**src/rtl/hmac_seq_pkg.sv**
```systemverilog
// hmac_seq_pkg: FSM states and block/padding geometry shared by the
// HMAC message sequencer, its block buffer and its bus interface.
package hmac_seq_pkg;

   typedef enum logic [2:0] {
      IDLE,
      FILL,
      PAD,
      ISSUE,
      WAIT
   } state_t;

   localparam int WORDS_PER_BLOCK = 32;
   localparam logic [7:0] PAD_BYTE = 8'h80;
   localparam int LEN_FIELD_LSB_LIMIT = 111;
   localparam int IPAD_BITS = 1024;

endpackage

```
**src/rtl/hmac_seq_if.sv**
```systemverilog
// hmac_seq_if: message word stream plus hmac_core command/tag side.
// master = stream source and core; slave = the sequencer.
interface hmac_seq_if;

   logic          msg_valid;
   logic          msg_ready;
   logic [31:0]   msg_data;
   logic          msg_last;
   logic [2:0]    msg_bytes;
   logic          core_init;
   logic          core_next;
   logic          core_ready;
   logic          core_tag_valid;
   logic [383:0]  core_tag;
   logic [1023:0] core_block;

   modport master (
      output msg_valid, msg_data, msg_last, msg_bytes,
      output core_ready, core_tag_valid, core_tag,
      input  msg_ready, core_init, core_next, core_block
   );

   modport slave (
      input  msg_valid, msg_data, msg_last, msg_bytes,
      input  core_ready, core_tag_valid, core_tag,
      output msg_ready, core_init, core_next, core_block
   );

endinterface

```
**src/rtl/hmac_block_buf.sv**
```systemverilog
// hmac_block_buf: 1024-bit block buffer. Ports: clr, byte-masked word
// write (wr_*), 0x80 marker at byte pad_pos, 128-bit length field, q.
module hmac_block_buf
   import hmac_seq_pkg::*;
(
   input  logic          clk,
   input  logic          clr,
   input  logic          wr_en,
   input  logic [4:0]    wr_idx,
   input  logic [31:0]   wr_data,
   input  logic [2:0]    wr_bytes,
   input  logic          pad_en,
   input  logic [6:0]    pad_pos,
   input  logic          len_en,
   input  logic [127:0]  len,
   output logic [1023:0] q
);

   // Byte n of the block lives at bits 1023-8n down.
   always_ff @(posedge clk) begin
      if (clr) begin
         q <= '0;
      end else begin
         if (wr_en) begin
            for (int k = 0; k < 4; k++) begin
               q[1023 - 8*(4*int'(wr_idx) + k) -: 8] <=
                  (k < int'(wr_bytes)) ? wr_data[31 - 8*k -: 8] : 8'h00;
            end
         end
         if (pad_en) begin
            q[1023 - 8*int'(pad_pos) -: 8] <= PAD_BYTE;
         end
         if (len_en) begin
            q[127:0] <= len;
         end
      end
   end

endmodule

```
**src/rtl/hmac_msg_sequencer.sv**
```systemverilog
// hmac_msg_sequencer: packs a 32-bit word stream into padded SHA-384
// blocks for hmac_core. Ports: clk/reset/zeroize/start, bus (slave),
// tag/tag_valid captured result, busy, sticky error.
module hmac_msg_sequencer
   import hmac_seq_pkg::*;
#(
   parameter int LEN_W = 32
) (
   input  logic         clk,
   input  logic         reset,
   input  logic         zeroize,
   input  logic         start,
   hmac_seq_if.slave    bus,
   output logic [383:0] tag,
   output logic         tag_valid,
   output logic         busy,
   output logic         error
);

   localparam logic [4:0] LAST_W = 5'(WORDS_PER_BLOCK - 1);

   state_t           state, state_nx;
   logic [4:0]       widx;
   logic [LEN_W-1:0] count;
   logic [2:0]       lastb;
   logic             first, pend80, extra, fin;
   logic             clr_all, xfer, bad, wr_en;
   logic [LEN_W:0]   count_sum;
   logic [7:0]       ppos;
   logic             fsm_clr, buf_clr;
   logic             pad_ins, len_ins, pad_fin, pad_pend, pad_extra;
   logic             pad_we, len_we;
   logic [6:0]       pad_pos;
   logic [127:0]     len_val;

   assign clr_all   = reset | zeroize;
   assign xfer      = (state == FILL) & bus.msg_valid;
   assign count_sum = {1'b0, count} + (LEN_W+1)'(bus.msg_bytes);
   assign bad       = xfer & ((~bus.msg_last & (bus.msg_bytes != 3'd4))
                      | (bus.msg_bytes > 3'd4) | count_sum[LEN_W]);
   assign wr_en     = xfer & ~bad;
   // Marker offset just past the last data byte; 128 means block full.
   assign ppos      = {1'b0, widx, 2'b00} + {5'b0, lastb};
   // Length covers the ipad block already hashed by the core.
   assign len_val   = 128'(IPAD_BITS) + 128'({count, 3'b000});
   assign busy      = (state != IDLE);
   assign buf_clr   = clr_all | fsm_clr;
   assign pad_we    = (state == PAD) & pad_ins;
   assign len_we    = (state == PAD) & len_ins;

   always_comb begin
      pad_ins   = 1'b0;
      len_ins   = 1'b0;
      pad_fin   = 1'b0;
      pad_pend  = 1'b0;
      pad_extra = 1'b0;
      pad_pos   = '0;
      if (pend80) begin
         pad_ins = 1'b1;
         len_ins = 1'b1;
         pad_fin = 1'b1;
      end else if (extra) begin
         len_ins = 1'b1;
         pad_fin = 1'b1;
      end else if (ppos == 8'd128) begin
         pad_pend = 1'b1;
      end else begin
         pad_ins = 1'b1;
         pad_pos = ppos[6:0];
         if (ppos <= 8'(LEN_FIELD_LSB_LIMIT)) begin
            len_ins = 1'b1;
            pad_fin = 1'b1;
         end else begin
            pad_extra = 1'b1;
         end
      end
   end

   always_ff @(posedge clk) begin
      if (clr_all) state <= IDLE;
      else         state <= state_nx;
   end

   always_comb begin
      state_nx      = state;
      fsm_clr       = 1'b0;
      bus.msg_ready = 1'b0;
      bus.core_init = 1'b0;
      bus.core_next = 1'b0;
      unique case (state)
         IDLE: begin
            if (start) begin
               state_nx = FILL;
               fsm_clr  = 1'b1;
            end
         end
         FILL: begin
            bus.msg_ready = 1'b1;
            if (bad) begin
               state_nx = IDLE;
            end else if (xfer) begin
               if (bus.msg_last)        state_nx = PAD;
               else if (widx == LAST_W) state_nx = ISSUE;
            end
         end
         PAD: state_nx = ISSUE;
         ISSUE: begin
            if (bus.core_ready) begin
               bus.core_init = first;
               bus.core_next = ~first;
               state_nx      = WAIT;
            end
         end
         WAIT: begin
            if (bus.core_tag_valid) begin
               if (fin) begin
                  state_nx = IDLE;
               end else begin
                  fsm_clr  = 1'b1;
                  state_nx = (extra | pend80) ? PAD : FILL;
               end
            end
         end
         default: state_nx = IDLE;
      endcase
   end

   always_ff @(posedge clk) begin
      if (clr_all) begin
         widx      <= '0;
         count     <= '0;
         lastb     <= '0;
         first     <= 1'b0;
         pend80    <= 1'b0;
         extra     <= 1'b0;
         fin       <= 1'b0;
         tag       <= '0;
         tag_valid <= 1'b0;
         error     <= 1'b0;
      end else begin
         unique case (state)
            IDLE: begin
               if (start) begin
                  widx      <= '0;
                  count     <= '0;
                  first     <= 1'b1;
                  pend80    <= 1'b0;
                  extra     <= 1'b0;
                  fin       <= 1'b0;
                  tag_valid <= 1'b0;
                  error     <= 1'b0;
               end
            end
            FILL: begin
               if (bad) begin
                  error <= 1'b1;
               end else if (xfer) begin
                  count <= count_sum[LEN_W-1:0];
                  if (bus.msg_last)        lastb <= bus.msg_bytes;
                  else if (widx == LAST_W) fin   <= 1'b0;
                  else                     widx  <= widx + 5'd1;
               end
            end
            PAD: begin
               pend80 <= pad_pend;
               extra  <= pad_extra;
               fin    <= pad_fin;
            end
            ISSUE: begin
               if (bus.core_ready) first <= 1'b0;
            end
            WAIT: begin
               if (bus.core_tag_valid) begin
                  if (fin) begin
                     tag       <= bus.core_tag;
                     tag_valid <= 1'b1;
                  end else begin
                     widx <= '0;
                  end
               end
            end
            default: ;
         endcase
      end
   end

   hmac_block_buf u_buf (
      .clk     (clk),
      .clr     (buf_clr),
      .wr_en   (wr_en),
      .wr_idx  (widx),
      .wr_data (bus.msg_data),
      .wr_bytes(bus.msg_bytes),
      .pad_en  (pad_we),
      .pad_pos (pad_pos),
      .len_en  (len_we),
      .len     (len_val),
      .q       (bus.core_block)
   );

endmodule
```
**src/flat_wrapper.sv**
```systemverilog
// flat-port wrapper written by rule: the top's interface ports become plain ports
module hmac_msg_sequencer_flat import hmac_seq_pkg::*;
#(
   parameter int LEN_W = 32
)
  (clk, reset, zeroize, start, tag, tag_valid, busy, error, bus_msg_valid, bus_msg_data, bus_msg_last, bus_msg_bytes, bus_core_ready, bus_core_tag_valid, bus_core_tag, bus_msg_ready, bus_core_init, bus_core_next, bus_core_block);
  hmac_seq_if bus_i ();
  input  logic clk;
  input  logic reset;
  input  logic zeroize;
  input  logic start;
  output logic [383:0] tag;
  output logic tag_valid;
  output logic busy;
  output logic error;
  input wire logic [$bits(bus_i.msg_valid)-1:0] bus_msg_valid;
  input wire logic [$bits(bus_i.msg_data)-1:0] bus_msg_data;
  input wire logic [$bits(bus_i.msg_last)-1:0] bus_msg_last;
  input wire logic [$bits(bus_i.msg_bytes)-1:0] bus_msg_bytes;
  input wire logic [$bits(bus_i.core_ready)-1:0] bus_core_ready;
  input wire logic [$bits(bus_i.core_tag_valid)-1:0] bus_core_tag_valid;
  input wire logic [$bits(bus_i.core_tag)-1:0] bus_core_tag;
  output wire logic [$bits(bus_i.msg_ready)-1:0] bus_msg_ready;
  output wire logic [$bits(bus_i.core_init)-1:0] bus_core_init;
  output wire logic [$bits(bus_i.core_next)-1:0] bus_core_next;
  output wire logic [$bits(bus_i.core_block)-1:0] bus_core_block;
  assign bus_i.msg_valid = bus_msg_valid;
  assign bus_i.msg_data = bus_msg_data;
  assign bus_i.msg_last = bus_msg_last;
  assign bus_i.msg_bytes = bus_msg_bytes;
  assign bus_i.core_ready = bus_core_ready;
  assign bus_i.core_tag_valid = bus_core_tag_valid;
  assign bus_i.core_tag = bus_core_tag;
  assign bus_msg_ready = bus_i.msg_ready;
  assign bus_core_init = bus_i.core_init;
  assign bus_core_next = bus_i.core_next;
  assign bus_core_block = bus_i.core_block;
  hmac_msg_sequencer #(.LEN_W(LEN_W)) u_core (.clk(clk), .reset(reset), .zeroize(zeroize), .start(start), .bus(bus_i), .tag(tag), .tag_valid(tag_valid), .busy(busy), .error(error));
endmodule
```
**config.mk**
```make
export PLATFORM = sky130hd
export DESIGN_NAME = hmac_msg_sequencer_flat
export DESIGN_NICKNAME = d
export VERILOG_FILES = /design/src/rtl/hmac_seq_pkg.sv /design/src/rtl/hmac_seq_if.sv /design/src/rtl/hmac_block_buf.sv /design/src/rtl/hmac_msg_sequencer.sv /design/src/flat_wrapper.sv
export SDC_FILE = /design/constraint.sdc
export NUM_CORES = 2
export LEC_CHECK = 0
export BUFFER_PORTS_ARGS = -buffer_cell sky130_fd_sc_hd__clkbuf_2
export CAP_MARGIN = 20
export CORE_AREA = 2 2 711 713
export DETAILED_ROUTE_END_ITERATION = 10
export DIE_AREA = 0 0 713 715
export GPL_TIMING_DRIVEN = 0
export HOLD_SLACK_MARGIN = 0.06
export PLACE_DENSITY = 0.3
export SKIP_CTS_REPAIR_TIMING = 1
export SLEW_MARGIN = 5
export SYNTH_ARGS = -nofsm -noshare
export SYNTH_HDL_FRONTEND = slang
export SYNTH_HIERARCHICAL = 1
export SYNTH_SLANG_ARGS = --single-unit
```
**constraint.sdc**
```tcl
create_clock -name clk -period 4.13 [get_ports clk]
set_input_delay 0.413 -clock clk [delete_from_list [all_inputs] [get_ports clk]]
set_output_delay 0.413 -clock clk [all_outputs]
set_load 0.02 [all_outputs]
```
=== Word level (Yosys, flattened, before mapping) ===
Cells that the tools add are included.

* Register bits after elaboration: 1457

* $add $sub $neg: 17
* Order comparisons: 6
* Equality and inequality tests: 20
* Shifts and indexed selects: 10
* Multiplexer cells: 77
* Bitwise gates (word level): 14
* Reductions and logical operators: 18

{| class="wikitable"
|+ Operator list
! cell !! count
|-
| 8-bit by 33-bit variable shift with 1031-bit output, first input constant || 5
|-
| 1024-bit bitwise mux || 5
|-
| 8-bit by 33-bit indexed part select with 1031-bit output || 4
|-
| 1024-bit 2-to-1 mux || 3
|-
| 8-bit by 33-bit indexed part select with 1031-bit output, first input constant || 1
|-
| 128-bit 2-to-1 mux || 1
|-
| 12-bit negation with 33-bit output || 3
|-
| 32-bit 2-to-1 mux || 3
|-
| 11-bit negation with 33-bit output || 2
|-
| 32-bit case mux with 2 select lines || 1
|-
| 11-bit by 35-bit adder with 36-bit output, first input constant || 1
|-
| 10-bit by 11-bit subtractor with 12-bit output, first input constant || 3
|-
| 5-bit 2-to-1 mux || 7
|-
| 32-bit by 3-bit adder with 33-bit output || 1
|-
| 1-bit 2-to-1 mux || 32
|-
| 8-bit 2-to-1 mux || 4
|-
| 3-bit 2-to-1 mux || 8
|-
| 10-bit by 10-bit subtractor with 11-bit output, first input constant || 2
|-
| 7-bit 2-to-1 mux || 3
|-
| 7-bit by 2-bit adder with 8-bit output, second input constant || 2
|-
| 2-bit inequality test, second input constant || 8
|-
| 3-bit case mux with 5 select lines || 1
|-
| 5-bit case mux with 3 select lines || 1
|-
| 1-bit case mux with 2 select lines || 6
|-
| other kinds (30) || 55
|}

=== Logic depth before layout (Yosys ltp) ===
* Word-level depth: 12
* Depth in mapped cells: 15

=== By module ===
The synthesis kept the hierarchy.

{| class="wikitable"
|+ By module, submodules not included
! module !! times used !! cells an instance !! area an instance (sq um)
|-
| hmac_block_buf || 1 || 4887 || 38204.1
|-
| hmac_msg_sequencer || 1 || 2074 || 16294.4
|}

=== Worst setup path after synthesis ===
Ideal clock, no wire load.

* Kind: input -> register
* From: input bus_msg_bytes[0]
* To: register u_core.u_buf.q[247]
* Library setup time: 74 ps
* Arrival: 2901 ps
* Required time: 4056 ps
* Setup slack: 1154 ps
* Cell stages on the path: 15
* Cells stage by stage: ha_1 inv_1 fa_1 nor2b_1 o2111a_2 nand3_2 nand2_1 inv_1 buf_2 nand4b_2 or3_1 clkbuf_1 clkbuf_1 nand2_1 a31oi_1

* Cells in the longest elaborated chain, start to end: 11
* Elaborated cells between the ends (all ways): 29
* Those cells by class: 1 x add/sub; 5 x order compare; 1 x eq/ne; 4 x shift; 12 x mux; 6 x bitwise

{| class="wikitable"
|+ Ends and longest elaborated chain
! item !! RTL line !! source
|-
| start, declared || flat_wrapper.sv:19 || <nowiki>input wire logic [$bits(bus_i.msg_bytes)-1:0] bus_msg_bytes;</nowiki>
|-
| branches (longest 3 deep; another with 32-bit by 3-bit adder with 33-bit output) || - ||
|-
| 1-bit OR (*) || hmac_msg_sequencer.sv:40 || <nowiki>| (bus.msg_bytes > 3'd4) | count_sum[LEN_W]);</nowiki>
|-
| 1-bit AND (*) || hmac_msg_sequencer.sv:39 || <nowiki>assign bad = xfer & ((~bus.msg_last & (bus.msg_bytes != 3'd4))</nowiki>
|-
| 1-bit NOT (no source line) (*) || - ||
|-
| 1-bit AND (*) || hmac_msg_sequencer.sv:41 || <nowiki>assign wr_en = xfer & ~bad;</nowiki>
|-
| net u_core.wr_en || hmac_msg_sequencer.sv:27 || <nowiki>logic clr_all, xfer, bad, wr_en;</nowiki>
|-
| 1024-bit 2-to-1 mux (*) || hmac_block_buf.sv:24 || <nowiki>if (wr_en) begin</nowiki>
|-
| 1024-bit 2-to-1 mux (*) || hmac_block_buf.sv:21 || <nowiki>if (clr) begin</nowiki>
|-
| 1024-bit bitwise mux || hmac_block_buf.sv:31 || <nowiki>q[1023 - 8*int'(pad_pos) -: 8] <= PAD_BYTE;</nowiki>
|-
| 1024-bit 2-to-1 mux (*) || hmac_block_buf.sv:30 || <nowiki>if (pad_en) begin</nowiki>
|-
| end signal, assigned by index || hmac_block_buf.sv:26 || <nowiki>q[1023 - 8*(4*int'(wr_idx) + k) -: 8] <=</nowiki>
|-
| end, declared || hmac_block_buf.sv:16 || <nowiki>output logic [1023:0] q</nowiki>
|}

Mark *: on every way through the listed nets, which the timed path passes. The select of a mux whose other input is x is not followed.
A chain may end at the register's enable or synchronous reset.

=== Worst setup path after layout ===
* From: input bus_msg_bytes[1]
* To: register u_core.u_buf.q[663]

The elaborated chain is that of the path after synthesis.

==> qor.csv <==
metric,value,unit
met1 GRT Util,0.2065,
initial antenna violation count,105,
Reg2Reg Depth,14,
largest net degree at the start of global routing,17,
CP Launch Point,bus_msg_bytes[1],
final wirelength,504.3,mm
Final Hold Fails,0,
Starting Density,0.1084,
GR Overflow Total,0,
minimum clock period,4.009,ns
most used routing layer,met2,
global-route wire length before repair,628.2,mm
GPL Wtd Cong,0.9491,
clock share of power,0.531,
Worst-Margin Slew,1.175,ns
run status,"finished, final reports clean",
sequential share of power,0.407,
Hold Crit Start,start,
H-tree depth,4,
wire per inst,30.51,um
TritonCTS buffer count,204,
slew margin rel.,0.2170,
synth top area cells,"dfxtp_1 (54%), nand2_1 (20%), a21oi_1 (11%)",
"CTS clk-pin slew, worst paths",0.06,ns
DRC,0,
worst skew pair latency,0.95,ns
R2R Path End,u_core/u_buf/q[663]$_SDFF_PP0_,
share of cells above drive strength 1,0.2733,
DR vias,59785,
"top cells by count, synth","nand2_1 (2859), dfxtp_1 (1457), a21oi_1 (1209)",
Area after DPL,74250,um^2
top_reg_cell synth,dfxtp_1,
TNS Setup,0,ns
vias in the first global route,56252,
pre-CTS setup slack,-1.199,ns
WP data arrival,4.85,ns
clk root buf,clkbuf_16,
switching share of total power,0.2695,
die area,509800,um^2
Post-Syn Area,54500,um^2
row count,261,
DP HPWL,415.9,mm
mean post-synth cell area,7.829,um^2
Setup crit end,u_core/u_buf/q[663]$_SDFF_PP0_,
"EDFF count, synth",0,
startpoint types,input pin,
Min-Delay Path Class,in -> reg,
drt first pass iters,7,
Antenna Nets Post-Route,0,
M3 GR Usage,0.04304,
Int Pwr,25.22,mW
GR Util met2,0.3508,
Critical R2R Launch,u_core/count[0]$_SDFFE_PP0P_,
worst hold slack,0.08866,ns
Crit. End Element,register,
final setup fails,0,
Starting DRT DRC Count,4241,
Cell Pwr Density,403.1,nW/um^2
IO Pins,1841,
Crit Path Class,in -> reg,
"area leader, netlist",dfxtp_1,
unrepaired setup endpoints after global routing,true,
CTS Sinks,1457,
Layout area overhead,57.18,%
chip width,713,um
R2R setup slack,0.13,ns
Final Cell Area,85660,um^2
Final Skew,0.07114,ns
Core ar.,502900,um^2
"FFs w/ async S/R, synth",0,
f_max,0.2494,GHz
chip height,715,um
post-route setup slack,0.1209,ns
Syn Inst Count,6961,
Lkg Pwr,31.19,nW
sequential area share after synthesis,0.5352,
"count leader, synth",nand2_1,
"Power, Total",34.53,mW
Max-Cap Viols,0,
Yosys warnings,6,
IO Port Bufs,1840,
Peak VDD IR,0.3033,mV
Yosys cell types,72,
# nets final,10023,
Synth top area share,0.5352,
NetSw,9.308,mW
Tot GR Track Use,0.1890,
Combinational Power Share,0.062,
max-slew violation count,0,
WP data required,4.97,ns
crit share post-route,0.9707,
"flops & latches, synth",1457,
CTS tree,built,
Via density,3.617,
clk buf depth,4,
Crit Path Max Fanout,10,
-- metal layers --
| metal | part of all wire | wire (um) |
|---|---|---|
| met5 | 0.00024 | 120 |
| met1 | 0.38 | 190100 |
| met4 | 0.046 | 23000 |
| met2 | 0.52 | 261700 |
| met3 | 0.058 | 29450 |
-- cell type report --
class / count / area [um^2]
Fill cell: 57792 / 417200
Sequential cell: 1457 / 29170
Multi-Input combinational cell: 5043 / 23810
Timing Repair Buffer: 2335 / 14820
Tap cell: 6706 / 8391
Clock buffer: 297 / 5814
Buffer: 516 / 2434
Clock inverter: 60 / 894.6
Antenna cell: 87 / 217.7
Inverter: 30 / 116.4
-- logic make-up after synthesis --
group / Yosys count / synth area share
other: 1 / 0.00006881
flip-flops: 1457 / 0.5352
XOR/XNOR: 50 / 0.008035
multiplexers: 131 / 0.02406
AND/OR/NAND/NOR: 3272 / 0.2466
buffers and inverters: 555 / 0.04194
adder cells (fa/ha/maj): 9 / 0.002204
AO/OA/AOI/OAI: 1486 / 0.1419
-- flip-flops by register name, summed over array words and instances (netlist names) --
name,cells
u_core/count,32
u_core/error,1
u_core/extra,1
u_core/fin,1
u_core/first,1
u_core/lastb,3
u_core/pend80,1
u_core/state,3
u_core/tag,384
u_core/tag_valid,1
u_core/u_buf/q,1024
u_core/widx,5
-- cell usage in the layout, fill, tap and decap left out, drive strengths merged, types with 10 or more instances in the layout --
cell type / count
buf: 228
clkinv: 34
nor3: 20
xor2: 38
diode: 87
xnor2: 12
clkinvlp: 10
and2: 17
clkbuf: 2517
a21oi: 1209
a221oi: 16
o21ai: 126
nand3: 39
nand4: 20
conb: 95
mux2i: 131
a31oi: 112
nand2: 2861
nor2b: 33
bufinv: 12
inv: 34
dlygate4sd3: 401
dfxtp: 1457
nor2: 79
nand2b: 110
-- per-stage QoR --
stage,instances,util
2_1_floorplan,7055,-
3_3_place_gp,15601,0.1441
3_5_place_dp,15689,0.1476
4_1_cts,16046,0.1610
5_1_grt,16507,0.1702
6_report,16531,0.1703
-- power by group through the flow --
stage	Clock [mW]	Combinational (mW)	Sequential [mW]
after floorplan	0	0.444	14.4
after global placement	0	1.72	14.4
after detailed placement	0	1.84	14.4
after CTS	19.1	1.85	14.1
after global routing	19.5	2.22	14.1
final	18.3	2.13	14.1
-- how the worst min path moves through the flow --
stage / end / slack (ns) / cells after the start
after floorplan: u_core/lastb[2]$_SDFFE_PP0P_ / 0.45 / 2
after global placement: u_core/u_buf/q[551]$_SDFF_PP0_ / 0.44 / 2
after detailed placement: u_core/tag[301]$_SDFFE_PP0P_ / 0.45 / 2
after CTS: u_core/tag[11]$_SDFFE_PP0P_ / -0.41 / 3
after global routing: u_core/u_buf/q[14]$_SDFF_PP0_ / 0.06 / 4
final: u_core/fin$_SDFFE_PP0P_ / 0.09 / 5
-- worst max-delay path: stages --
cell	delay, ns
dlygate4sd3_1	0.52
clkbuf_2	0.34
inv_1	0.12
fa_1	0.50
nor2b_1	0.23
o2111a_2	0.30
nand3_2	0.25
nand2_4	0.21
clkinvlp_4	0.32
buf_4	0.32
and4b_1	0.38
nand2_4	0.32
clkbuf_2	0.31
nand2_1	0.09
a31oi_1	0.17
(Power assumes the default switching activity.)
